==> config.mk <==
export PLATFORM = sky130hd
export DESIGN_NAME = spi_ram_ctrl
export DESIGN_NICKNAME = d
export VERILOG_FILES = /design/src/rtl/spi_ram_ctrl.sv
export SDC_FILE = /design/constraint.sdc
export NUM_CORES = 2
export LEC_CHECK = 0
export ABC_AREA = 1
export ABC_CLOCK_PERIOD_IN_PS = 3100
export CAP_MARGIN = 15
export CORE_MARGIN = 2
export CORE_UTILIZATION = 45
export CTS_CLUSTER_DIAMETER = 50
export DETAILED_ROUTE_END_ITERATION = 7
export GPL_TIMING_DRIVEN = 0
export PLACE_DENSITY = 0.58
export SLEW_MARGIN = 10
export SYNTH_ARGS = -nofsm -noshare
export SYNTH_HDL_FRONTEND = slang
export SYNTH_SLANG_ARGS = --single-unit
==> constraint.sdc <==
create_clock -name clk -period 3.1 [get_ports clk]
set_input_delay 0.62 -clock clk [delete_from_list [all_inputs] [get_ports clk]]
set_output_delay 0.62 -clock clk [all_outputs]
set_load 0.01 [all_outputs]
==> src/rtl/spi_ram_ctrl.sv <==
// rtl/spi_ram_ctrl.sv - command-decoding RAM controller behind the SPI slave
//
// Decodes 10-bit frames {opcode[1:0], payload[7:0]} from the SPI slave and
// executes them against an internal single-port RAM. Read data is returned
// on dout with a one-cycle tx_valid strobe.
//
// Ports:
//   clk       in   1   clock, rising edge
//   rst_n     in   1   asynchronous active-low reset
//   din       in   10  frame: din[9:8] opcode, din[7:0] payload
//   rx_valid  in   1   frame valid level; only its rising edge is a command
//   dout      out  8   read data, held between reads
//   tx_valid  out  1   one-cycle strobe: dout carries new read data
//   cmd_err   out  1   one-cycle strobe: illegal or dropped command
//
// Opcodes: 00 SET_WA, 01 WRITE, 10 SET_RA, 11 READ.

module spi_ram_ctrl #(
    parameter int MEM_DEPTH = 256,
    parameter int ADDR_SIZE = 8,
    parameter int AUTO_INC  = 0
) (
    input  logic       clk,
    input  logic       rst_n,
    input  logic [9:0] din,
    input  logic       rx_valid,
    output logic [7:0] dout,
    output logic       tx_valid,
    output logic       cmd_err
);

    localparam logic [1:0] ST_IDLE = 2'd0;
    localparam logic [1:0] ST_READ = 2'd1;
    localparam logic [1:0] ST_RESP = 2'd2;

    localparam logic [1:0] OP_SET_WA = 2'b00;
    localparam logic [1:0] OP_WRITE  = 2'b01;
    localparam logic [1:0] OP_SET_RA = 2'b10;
    localparam logic [1:0] OP_READ   = 2'b11;

    // One extra bit so MEM_DEPTH == 2**ADDR_SIZE is representable.
    localparam logic [ADDR_SIZE:0] DEPTH_W = (ADDR_SIZE + 1)'(MEM_DEPTH);
    localparam logic [ADDR_SIZE:0] LAST_W  = (ADDR_SIZE + 1)'(MEM_DEPTH - 1);

    logic [7:0]           mem [MEM_DEPTH];

    logic [1:0]           state_q,    state_d;
    logic                 rx_prev_q,  rx_prev_d;
    logic [ADDR_SIZE-1:0] wr_addr_q,  wr_addr_d;
    logic [ADDR_SIZE-1:0] rd_addr_q,  rd_addr_d;
    logic                 wa_set_q,   wa_set_d;
    logic                 ra_set_q,   ra_set_d;
    logic [7:0]           dout_q,     dout_d;
    logic                 tx_valid_q, tx_valid_d;
    logic                 cmd_err_q,  cmd_err_d;

    logic                 rx_rise;
    logic [1:0]           opcode;
    logic [ADDR_SIZE-1:0] payload_addr;
    logic                 mem_we;
    logic [7:0]           mem_rdata;

    function automatic logic in_range(input logic [ADDR_SIZE-1:0] a);
        return ({1'b0, a} < DEPTH_W);
    endfunction

    // Wraps at MEM_DEPTH-1; an out-of-range address just counts up modulo
    // the address width.
    function automatic logic [ADDR_SIZE-1:0] addr_inc(input logic [ADDR_SIZE-1:0] a);
        if ({1'b0, a} == LAST_W) begin
            return '0;
        end
        return a + ADDR_SIZE'(1);
    endfunction

    assign rx_rise      = rx_valid & ~rx_prev_q;
    assign opcode       = din[9:8];
    assign payload_addr = din[ADDR_SIZE-1:0];
    assign mem_rdata    = mem[rd_addr_q];

    always_comb begin
        state_d    = state_q;
        rx_prev_d  = rx_valid;   // tracks every cycle so dropped frames never replay
        wr_addr_d  = wr_addr_q;
        rd_addr_d  = rd_addr_q;
        wa_set_d   = wa_set_q;
        ra_set_d   = ra_set_q;
        dout_d     = dout_q;
        tx_valid_d = 1'b0;
        cmd_err_d  = 1'b0;
        mem_we     = 1'b0;

        case (state_q)
            ST_IDLE: begin
                if (rx_rise) begin
                    case (opcode)
                        OP_SET_WA: begin
                            wr_addr_d = payload_addr;
                            wa_set_d  = 1'b1;
                        end
                        OP_WRITE: begin
                            if (!wa_set_q || !in_range(wr_addr_q)) begin
                                cmd_err_d = 1'b1;
                            end else begin
                                mem_we = 1'b1;
                                if (AUTO_INC != 0) begin
                                    wr_addr_d = addr_inc(wr_addr_q);
                                end
                            end
                        end
                        OP_SET_RA: begin
                            rd_addr_d = payload_addr;
                            ra_set_d  = 1'b1;
                        end
                        default: begin
                            if (!ra_set_q) begin
                                cmd_err_d = 1'b1;
                            end else begin
                                state_d = ST_READ;
                            end
                        end
                    endcase
                end
            end
            ST_READ: begin
                // Out-of-range reads still respond, with zero data and an error.
                if (in_range(rd_addr_q)) begin
                    dout_d = mem_rdata;
                end else begin
                    dout_d    = 8'h00;
                    cmd_err_d = 1'b1;
                end
                tx_valid_d = 1'b1;
                state_d    = ST_RESP;
                if (rx_rise) begin
                    cmd_err_d = 1'b1;
                end
            end
            ST_RESP: begin
                state_d = ST_IDLE;
                if (AUTO_INC != 0) begin
                    rd_addr_d = addr_inc(rd_addr_q);
                end
                if (rx_rise) begin
                    cmd_err_d = 1'b1;
                end
            end
            default: begin
                state_d = ST_IDLE;
            end
        endcase
    end

    always_ff @(posedge clk or negedge rst_n) begin
        if (!rst_n) begin
            state_q    <= ST_IDLE;
            rx_prev_q  <= 1'b0;
            wr_addr_q  <= '0;
            rd_addr_q  <= '0;
            wa_set_q   <= 1'b0;
            ra_set_q   <= 1'b0;
            dout_q     <= 8'h00;
            tx_valid_q <= 1'b0;
            cmd_err_q  <= 1'b0;
        end else begin
            state_q    <= state_d;
            rx_prev_q  <= rx_prev_d;
            wr_addr_q  <= wr_addr_d;
            rd_addr_q  <= rd_addr_d;
            wa_set_q   <= wa_set_d;
            ra_set_q   <= ra_set_d;
            dout_q     <= dout_d;
            tx_valid_q <= tx_valid_d;
            cmd_err_q  <= cmd_err_d;
        end
    end

    // RAM contents deliberately survive reset.
    always_ff @(posedge clk) begin
        if (mem_we) begin
            mem[wr_addr_q] <= din[7:0];
        end
    end

    assign dout     = dout_q;
    assign tx_valid = tx_valid_q;
    assign cmd_err  = cmd_err_q;

endmodule
==> impl_metrics.json <==
{
  "ys_seq_elements": 2079,
  "grt_first_pass_wirelength_um": 516600,
  "drtPass1Iterations": 8,
  "totalWireLength_um": 395400,
  "crit_arrival_ps": 4060,
  "yosysWarnings": 0,
  "rows": 158,
  "fp.dieH_um": 436.9,
  "pwr-share-seq_pct": 30.0,
  "crit_family": "buffers and inverters",
  "critPathBufInv": 2,
  "path_depth": 9,
  "worstSetupPathType": "register to register",
  "placed_area_mm2": 0.08823,
  "seq_area_mm2": 0.06228,
  "yosys-top-cells-area": "edfxtp_1 73%, nand3_1 12%, nand2_1 9.4%, buf_2 1.6%, nor2_1 1.2%",
  "numClockSinks": 2079,
  "cts.path.max_buffers": 3,
  "cts_inserted_buffers": 222,
  "die_w_um": 436.9,
  "start_util_pct": 45.37,
  "synth_area_per_cell_um2": 11.95,
  "fill_cells": 15860,
  "grt_start_max_net_pins": 118,
  "setup_viol_count_final": 65,
  "via_per_inst": 6.444,
  "routed-via-count": 65090,
  "port-buffer-count": 22,
  "clock_skew_ps": 32.18,
  "timing.rr.end": "dout[7]",
  "dp_cells": 9583,
  "path_clk_slew_ps": 60,
  "min_period_ps": 3290,
  "postSynthCellCount": 7057,
  "finalHoldViolations": 0,
  "root_buffer": "clkbuf_16",
  "htree_levels": 4,
  "async_flop_share_pct": 1.491,
  "worst_slew_pin_slew_ps": 1245,
  "hold_path.class": "primary input to register",
  "synth_nets": 7074,
  "fin_ws_ps": -189.7,
  "wl_met3_um": 58720,
  "synthFlopType": "edfxtp_1",
  "crit_slowest_cell": "buf_1",
  "synth.largest_area_cell": "edfxtp_1",
  "combPwrFrac_pct": 44.8,
  "synth_edf_count": 2048,
  "synth.cell_area_mm2": 0.08432,
  "finalNetCount": 7443,
  "gp_congestion": 1.038,
  "worstPathMaxFanout": 10,
  "ioPinCount": 23,
  "max_cap_violations": 0,
  "detail-route-antenna-nets": 0,
  "grt_overflow": 0,
  "failed_checks": "design-rule violations, negative setup slack",
  "cts_tree": "built",
  "multi_input_area_mm2": 0.02145,
  "syn_to_final_growth_pct": 18.08,
  "crit_start": "rd_addr_q[3]",
  "crit_path_start_kind": "register",
  "p_sw_mw": 48.93,
  "p_leak_nw": 34.74,
  "pwr-share-clk_pct": 25.3,
  "power_density_mw_per_mm2": 1048,
  "dieArea_mm2": 0.1908,
  "critical-path-max-stage-delay_ps": 820,
  "swShare_pct": 46.89,
  "drc_errors": 3,
  "r2r_slack_ps": -190,
  "rr_worst_depth": 9,
  "cp_cell_sequence": "clkbuf_2, buf_1, nand3_1, nand3_1, nand3_1, nand3_1, nand3_1, nand3_2, nand2_1",
  "wl_per_cell_um": 39.15,
  "hold_start": "din[3]",
  "wl_met1_um": 135400,
  "drt_iter0_markers": 12780,
  "dr_wl_met2_um": 165300,
  "ys_seq_area_share_pct": 73.86,
  "max_slew_margin_pct": 16.97,
  "rsz0062_at_grt": "true",
  "final_cells": 10100,
  "grt_util_all_layers_pct": 40.68,
  "core_mm2": 0.1858,
  "max_freq_ghz": 0.3040,
  "clk_latency_ps": 900,
  "dp_worst_setup_slack_ps": -1955,
  "required_ps": 3870,
  "final_core_util_pct": 53.58,
  "top_layer": "met5",
  "crit_end": "dout[7]",
  "worstSetupEndpointType": "register",
  "r2r-start": "rd_addr_q[3]",
  "fin_area_mm2": 0.09956,
  "drive_above_1_share_pct": 16.02,
  "ir_drop_mv": 0.6687,
  "antenna_found_initial": 21,
  "worst_path_most_repeated_cell": "nand3_1",
  "slew_viol_final": 0,
  "internal_power_mw": 55.42,
  "fin_hold_ws_ps": 140.4,
  "timing.final.crit_share_pct": 106.1,
  "synth_common_cells": "2114 x nand2_1, 2048 x edfxtp_1, 2041 x nand3_1, 280 x nor2_1, 262 x buf_2",
  "synth.most_common_cell": "nand2_1",
  "first_global_vias": 58350,
  "yosysTopAreaCellShare_pct": 72.94,
  "status": "complete, but fails checks",
  "synth_cell_types": 20,
  "place_hpwl_um": 271700
}
==> layout make-up <==
cell class / count / area share (%)
plain buffers: 484 / 3.294
clock buffers: 287 / 5.876
clock inverters: 119 / 1.183
diodes: 12 / 0.03016
repair buffers: 146 / 2.278
inverters: 29 / 0.1307
multi-input cells: 4464 / 21.54
well taps: 2480 / 3.117
flip-flops and latches: 2079 / 62.55
==> power by group through the flow <==
stage / combinational [mW] / clock [mW] / sequential [mW]
after floorplan: 18.5 / 0 / 31.8
after global placement: 41.4 / 0 / 32.2
after detailed placement: 41.7 / 0 / 31.8
after CTS: 42.8 / 26.1 / 31.3
after global routing: 45.9 / 27.3 / 31.3
final: 46.7 / 26.4 / 31.3
==> worst min-delay path by stage <==
stage | to | slack [ps] | cells after the start
6_report | mem[131][3] | 140 | 1
3_5_place_dp | cmd_err | 430 | 1
4_1_cts | mem[131][5] | 120 | 1
5_1_grt | mem[3][5] | 140 | 1
3_3_place_gp | cmd_err | 420 | 1
2_1_floorplan | cmd_err | 320 | 0
==> per-layer routing <==
metal | track usage (%) | vias up
met1 | 51.21 | 31830
met4 | 29.62 | 20
li1 | - | 25940
met5 | 0 | -
met3 | 14.43 | 1414
met2 | 57.98 | 5882
==> logic make-up after synthesis <==
group                      Yosys count  synth area share [%]
DFF                               2079                 73.86
and+or+nand+nor                   4438                 22.79
buffers and inverters              514                 3.155
AOI/OAI and AO/OA                   22                0.1321
adders and majority gates            4               0.05936
==> through the flow <==
stage	total power [mW]	TNS (ps)
after floorplan	50.31	0
after global placement	73.56	-
after detailed placement	73.51	-2804810
after CTS	100.2	-79600
after global routing	104.5	-190.7
final	104.3	-3093
==> worst reg2reg max path, stage by stage, from the launching register on <==
cell and delay [ps]:
dfrtp_1 440, clkbuf_2 530, buf_1 830, nand3_1 360, nand3_1 160, nand3_1 220, nand3_1 220, nand3_1 140
nand3_2 180, nand2_1 80
==> cell usage in the layout, fill, tap and decap left out, types with 7 or more instances in the layout <==
cell                n
diode_2            12
dfrtp_1            30
o21ai_0            10
clkinv_1           46
buf_8              17
bufinv_16          18
clkdlybuf4s15_2     7
buf_2             138
buf_12             60
clkbuf_16         223
edfxtp_1         2048
inv_1              23
clkbuf_1           99
nand3_2            71
nor2_1             31
clkinvlp_4          7
clkbuf_4           65
nand2_4            11
nand2_1          2095
buf_6              57
nand3_4             7
buf_16             16
nor2_2             85
buf_1              12
nand3_1          1963
clkbuf_2           50
buf_4             155
clkdlybuf4s50_1    13
inv_6              11
clkinv_2           27
nor2_4            164
a21oi_1            11
==> state kept, by name, summed over array words and instances, names as in the netlist <==
signal     count
cmd_err        1
dout           8
mem         2048
ra_set_q       1
rd_addr_q      8
rx_prev_q      1
state_q        2
tx_valid       1
wa_set_q       1
wr_addr_q      8
==> timing repair <==
| action | CTS | global route |
|---|---|---|
| endpoints found under the setup margin | 2051 | 1831 |
| hold buffers | 1 | 0 |
| endpoints found under the hold margin | 16 | 0 |
| gates cloned | 0 | 0 |
| gates resized for setup | 625 | 239 |
| pin swaps | 29 | 44 |
| setup buffers | 49 | 48 |
No activity file was read; power rests on OpenSTA's default activity.
